**config.mk**
```make
export PLATFORM = sky130hd
export DESIGN_NAME = serial_subtractor
export DESIGN_NICKNAME = d
export VERILOG_FILES = /design/src/rtl/serial_sub_pkg.sv /design/src/rtl/full_subtractor.sv /design/src/rtl/serial_subtractor.sv
export SDC_FILE = /design/constraint.sdc
export NUM_CORES = 1
export LEC_CHECK = 0
export BUFFER_PORTS_ARGS = -buffer_cell sky130_fd_sc_hd__buf_2
export CAP_MARGIN = 10
export CORE_MARGIN = 3
export CORE_UTILIZATION = 35
export DETAILED_ROUTE_END_ITERATION = 12
export PLACE_DENSITY = 0.62
export SLEW_MARGIN = 10
export SYNTH_ARGS = -nofsm -noshare
export SYNTH_HDL_FRONTEND = slang
export SYNTH_HIERARCHICAL = 1
export SYNTH_SLANG_ARGS = --single-unit
```
**constraint.sdc**
```tcl
create_clock -name clk -period 3.3 [get_ports clk]
set_clock_uncertainty 0.1 [all_clocks]
set_input_delay 0.165 -clock clk [delete_from_list [all_inputs] [get_ports clk]]
set_output_delay 0.165 -clock clk [all_outputs]
set_load 0.01 [all_outputs]
```
**src/rtl/serial_sub_pkg.sv**
```systemverilog
// Shared types and defaults for the bit-serial subtractor.
package serial_sub_pkg;

    typedef enum logic [1:0] {
        IDLE = 2'd0,
        RUN  = 2'd1,
        DONE = 2'd2
    } sub_state_t;

    localparam int SUB_W_DEFAULT = 4;

endpackage

```
**src/rtl/full_subtractor.sv**
```systemverilog
// Combinational 1-bit full subtractor cell: diff = x - y - bin.
module full_subtractor (
    input  logic x,
    input  logic y,
    input  logic bin,
    output logic diff,
    output logic bout
);

    assign diff = x ^ y ^ bin;
    assign bout = (~x & y) | (~(x ^ y) & bin);

endmodule

```
**src/rtl/serial_subtractor.sv**
```systemverilog
// Bit-serial d = a - b, LSB first, one bit per clock through a single
// full-subtractor cell with a registered borrow; start/done handshake.
module serial_subtractor
    import serial_sub_pkg::*;
#(
    parameter int W = SUB_W_DEFAULT
) (
    input  logic         clk,
    input  logic         reset,
    input  logic         start,
    input  logic [W-1:0] a,
    input  logic [W-1:0] b,
    output logic         busy,
    output logic         done,
    output logic [W-1:0] d,
    output logic         borrow,
    output logic         ovf
);

    localparam int CW = (W > 1) ? $clog2(W) : 1;
    localparam logic [CW-1:0] LAST = CW'(W - 1);

    sub_state_t    state;
    logic [W-1:0]  a_sh;
    logic [W-1:0]  b_sh;
    logic [W-1:0]  res;
    logic [CW-1:0] cnt;
    logic          bflop;
    logic          a_msb;
    logic          b_msb;
    logic          diff_bit;
    logic          bout_bit;

    full_subtractor u_fs (
        .x    (a_sh[0]),
        .y    (b_sh[0]),
        .bin  (bflop),
        .diff (diff_bit),
        .bout (bout_bit)
    );

    // FSM, datapath shift registers and registered outputs
    always_ff @(posedge clk) begin
        if (reset) begin
            state  <= IDLE;
            a_sh   <= '0;
            b_sh   <= '0;
            res    <= '0;
            cnt    <= '0;
            bflop  <= 1'b0;
            a_msb  <= 1'b0;
            b_msb  <= 1'b0;
            busy   <= 1'b0;
            done   <= 1'b0;
            d      <= '0;
            borrow <= 1'b0;
            ovf    <= 1'b0;
        end else begin
            case (state)
                IDLE: begin
                    done <= 1'b0;
                    if (start) begin
                        a_sh  <= a;
                        b_sh  <= b;
                        a_msb <= a[W-1];
                        b_msb <= b[W-1];
                        bflop <= 1'b0;
                        cnt   <= '0;
                        busy  <= 1'b1;
                        state <= RUN;
                    end else begin
                        busy  <= 1'b0;
                    end
                end
                RUN: begin
                    res   <= {diff_bit, res[W-1:1]};
                    a_sh  <= {1'b0, a_sh[W-1:1]};
                    b_sh  <= {1'b0, b_sh[W-1:1]};
                    bflop <= bout_bit;
                    // The last bit loads results directly so they appear with done.
                    if (cnt == LAST) begin
                        d      <= {diff_bit, res[W-1:1]};
                        borrow <= bout_bit;
                        ovf    <= (a_msb ^ b_msb) & (diff_bit ^ a_msb);
                        busy   <= 1'b0;
                        done   <= 1'b1;
                        state  <= DONE;
                    end else begin
                        cnt    <= cnt + CW'(1);
                    end
                end
                DONE: begin
                    done  <= 1'b0;
                    busy  <= 1'b0;
                    state <= IDLE;
                end
                default: begin
                    busy  <= 1'b0;
                    done  <= 1'b0;
                    state <= IDLE;
                end
            endcase
        end
    end

endmodule

```
# == After elaboration in Yosys (flattened, before gate mapping) ==
# Cells that the tools add are included.
# Widths: inputs -> output; s select.
# op_classes
shift,0
n_eq_ne,5
order_cmp,0
add_sub_neg,1
n_reduce_logical,8
n_mul,0
div_mod_pow,0
bitwise,11
n_mux,15
# ops
op,count
$pmux 4 s2,2
$mux 2,4
$mux 4,2
$pmux 2 s2,2
$reduce_and 2->1,4
$ne 2x2->1 const B,3
$pmux 1 s2,2
$xor 1x1->1,4
$and 1x1->1,3
$mux 1,3
$not 1->1,3
$reduce_and 3->1,1
$add 2x1->2 const B,1
$eq 2x1->1 const B,1
$eq 2x2->1 const B,1
$logic_not 2->1,1
$reduce_bool 2->1,1
$reduce_or 2->1,1
$or 1x1->1,1
# totals
ramBits,0
romBits,0
wordCells,53
out_inout_bits,8
mem_count,0
latch_bits,0
register_bits,27

# == Longest topological paths before layout ==
# logic_depth
word_depth,5
mapped_depth,5
depth_no_buf,5

# == Modules after synthesis ==
# The synthesis kept the hierarchy.
# by_module_without_submodules
module,cells_per_inst,instances,area_per_inst_um2,seq_area_each_um2
serial_subtractor,118,1,1056.0,520.5
full_subtractor,4,1,31.3,0.0

# == Worst setup path after synthesis ==
# No wires, ideal clock.
# synth_path
kind,register -> register
startpoint,register b_sh[0]
endpoint,register ovf
required_time_ns,3.068
period_less_slack_ns,1.484
path_stages_with_launch,6
n_path_buf,0
path_slack_ns,1.816
setup_time_ns,0.132
arrival_time_ns,1.253
cell_sequence,dfxtp_1 > inv_1 > fa_1 > and3b_1 > nor3_1 > nor3_1
# synth_via
elab_chain_len,4
# synth_rtl
item,line,source
"start, declared",serial_subtractor.sv:25,logic [W-1:0] b_sh;
"start signal, assigned",serial_subtractor.sv:78,"b_sh <= {1'b0, b_sh[W-1:1]};"
$xor 1x1->1 (2 in a row),full_subtractor.sv:10,assign diff = x ^ y ^ bin;
named net diff_bit,serial_subtractor.sv:31,logic diff_bit;
$xor 1x1->1,serial_subtractor.sv:84,ovf <= (a_msb ^ b_msb) & (diff_bit ^ a_msb);
$and 1x1->1,serial_subtractor.sv:84,
"end signal, assigned",serial_subtractor.sv:84,
"end, declared",serial_subtractor.sv:17,output logic ovf
# The timed path passes the listed nets, and every way through them passes these cells.
# A chain may end at the register's enable or synchronous reset.

# == Worst setup path in the final report ==
# Ends and elaborated chain as after synthesis.

==> flow_summary.toml <==
[die]
die_y_um = 61.7
die_area_um2 = 3810
core_region_area_um2 = 2850
ios = 19
initial_core_util = 0.381
fp.dieW_um = 61.7
rows = 19

[clocking]
clk_pin_slew_worst_paths_ps = 150
clkSinkCount = 26
ctsResizeCount = 0
cts_setup_buffers = 0
cts-htree-levels = 1
cts_buffer_depth = 2
cts_made_buffers = 3
cts_tree = "done"
clk_root_buffer_cell = "clkbuf_4"
clock_latency_ps = 320
cts_hold_buf = 1

[power_and_ir_drop]
vdd_drop_max_mv = 0.193
finalPower_uw = 638
p_per_area_nw_per_um2 = 516
p_leak_nw = 0.504

[worst_setup_path]
worst_r2r_path_depth = 5
crit_type = "reg -> reg"
end_kind = "flop"
critical_path.max_fanout = 4
startpoint = "b_sh[0]"
rrSetupSlack_ps = 1730
worstSetupStartpointType = "flop"
rr_startpoint = "b_sh[0]"
required_ps = 3410
arrival_ps = 1690

[sta]
hold_violations = 0
slew_headroom = 0.638
slew_viol_final = 0
layout_min_cycle_time_ps = 1570
tightest_slew_ps = 543
finalSetupViolCount = 0
fin_crit_sh = 0.477
fmax_mhz = 636
fin_tns_setup_ps = 0
rsz0062_at_grt = "no"

[final_layout]
drive_above_1_share = 0.230
n_antenna_cell = 0
n_fill_cell = 303
fin_area_um2 = 1240
multi_input_area_um2 = 514
seqCellArea_um2 = 520
syn2layout_area_growth_pct = 13.8
nets = 154

[route]
vias = 895
wl_met1_um = 1000
drtIter0Drc = 12
dr.pass1.iters = 4
wl_per_cell_um = 12.6
drt-vias-per-instance = 5.26
drc_errors = 0
routed_wl_um = 2150
wl_met2_um = 1070
antenna_left = 0
topRoutingLayerUsed = "met3"
wl_met3_um = 67

[run_status]
outcome = "finished, final reports clean"

[synth]
synth_warnings = 6
synth_seq_cells = 26
synth.top_cell.area_share = 0.479
seq_area_frac_synth = 0.479
netlist_area_um2 = 1090
ys_types = 25
avgSynthCellArea_um2 = 8.91
yosys.area.top_type = "dfxtp_1"
synth_area_leaders = "dfxtp_1, a21oi_1, nand2_1"
synth_nets = 136
synthCells = 122

[placement]
hpwlAfterDp_um = 1540
place_congestion = 0.688
placed_area_um2 = 1170
placement.io_buffers = 18

[job]
cap_violations = 0

[hold_path]
min_path_cells = 3
holdCritPathClass = "in -> reg"
worstHoldStart = "b[2]"

[global_routing]
antenna_found_initial = 0
grt_pass1_wl_um = 3590
grt_pass1_vias = 853
grt-ovfl-total = 0
grt_max_degree = 27
globalRouteTotalUtil = 0.130
-- logic make-up after synthesis --
kind of cell    share of synthesized area
mux                               0.00921
simple gates                        0.349
flops                               0.479
compound gates                     0.0737
fa+ha+maj                          0.0414
buf+inv                            0.0483
-- final cells by class --
class                   count  share of cell area
clock inverters             1              0.0243
inverters                   3             0.00910
clock buffers               3              0.0182
multi-input cells          87               0.416
repair buffers             19              0.0809
flip-flops and latches     26               0.421
well taps                  31              0.0313
-- per-layer routing --
metal  global-route usage  vias to the layer above
li1                     -                      452
met5                    0                        -
met4               0.0758                        0
met2                0.214                        8
met3               0.0269                        0
met1                0.155                      435
-- through the flow --
stage	setup WS [ps]	util	cells	hold slack [ps]
detailed placement	1720	0.412	165	345
global route	1600	0.434	170	6.75
floorplan	1820	-	122	224
global placement	1770	0.412	165	345
finish	1730	0.434	170	11.2
CTS	1710	0.434	170	6.74
-- power breakdown --
group	switching, mW	leakage [nW]	total [mW]	internal, mW
Sequential	0.0110	0.212	0.341	0.330
Combinational	0.0451	0.264	0.0768	0.0317
Clock	0.0973	0.0279	0.220	0.123
Total	0.153	0.504	0.638	0.485
-- critical path: stages (launching register included) --
cell and delay [ps]:
dfxtp_1 350, inv_1 60, fa_1 530, and3b_1 190
nor3_1 160, nor3_1 70
-- placed cells by master (no fill, tap or decap), types with 3 or more instances in the layout --
master,n
buf_2,18
nor4_2,3
nand3_1,7
a21oi_1,16
dfxtp_1,26
clkbuf_4,3
nor4_1,3
nor2_2,3
inv_1,3
nor3_1,9
nor2_1,14
nand3b_1,3
nand2_1,16
-- synthesized netlist by cell type --
library cell	instances
a21oi_1	16
and2b_4	1
and3b_1	1
buf_1	1
buf_4	1
buf_6	2
clkbuf_1	2
dfxtp_1	26
fa_1	1
ha_1	2
inv_1	3
mux2i_1	1
nand2_1	16
nand2b_1	2
nand3_1	7
nand3b_1	3
nor2_1	14
nor2_2	3
nor3_1	9
nor3b_1	2
nor3b_2	1
nor3b_4	1
nor4_1	3
nor4_2	3
or3b_4	1
-- state kept, by name, summed over array words and instances (netlist names) --
name    cells
d           4
state       2
b_sh        4
borrow      1
b_msb       1
a_msb       1
ovf         1
res         3
a_sh        4
cnt         2
busy        1
done        1
bflop       1
-- worst paths after layout --
path | end
max reg2reg | ovf
min reg2reg | d[2]
max | ovf
min | b_sh[2]
Note: power is estimated with default switching activity, not from simulation.
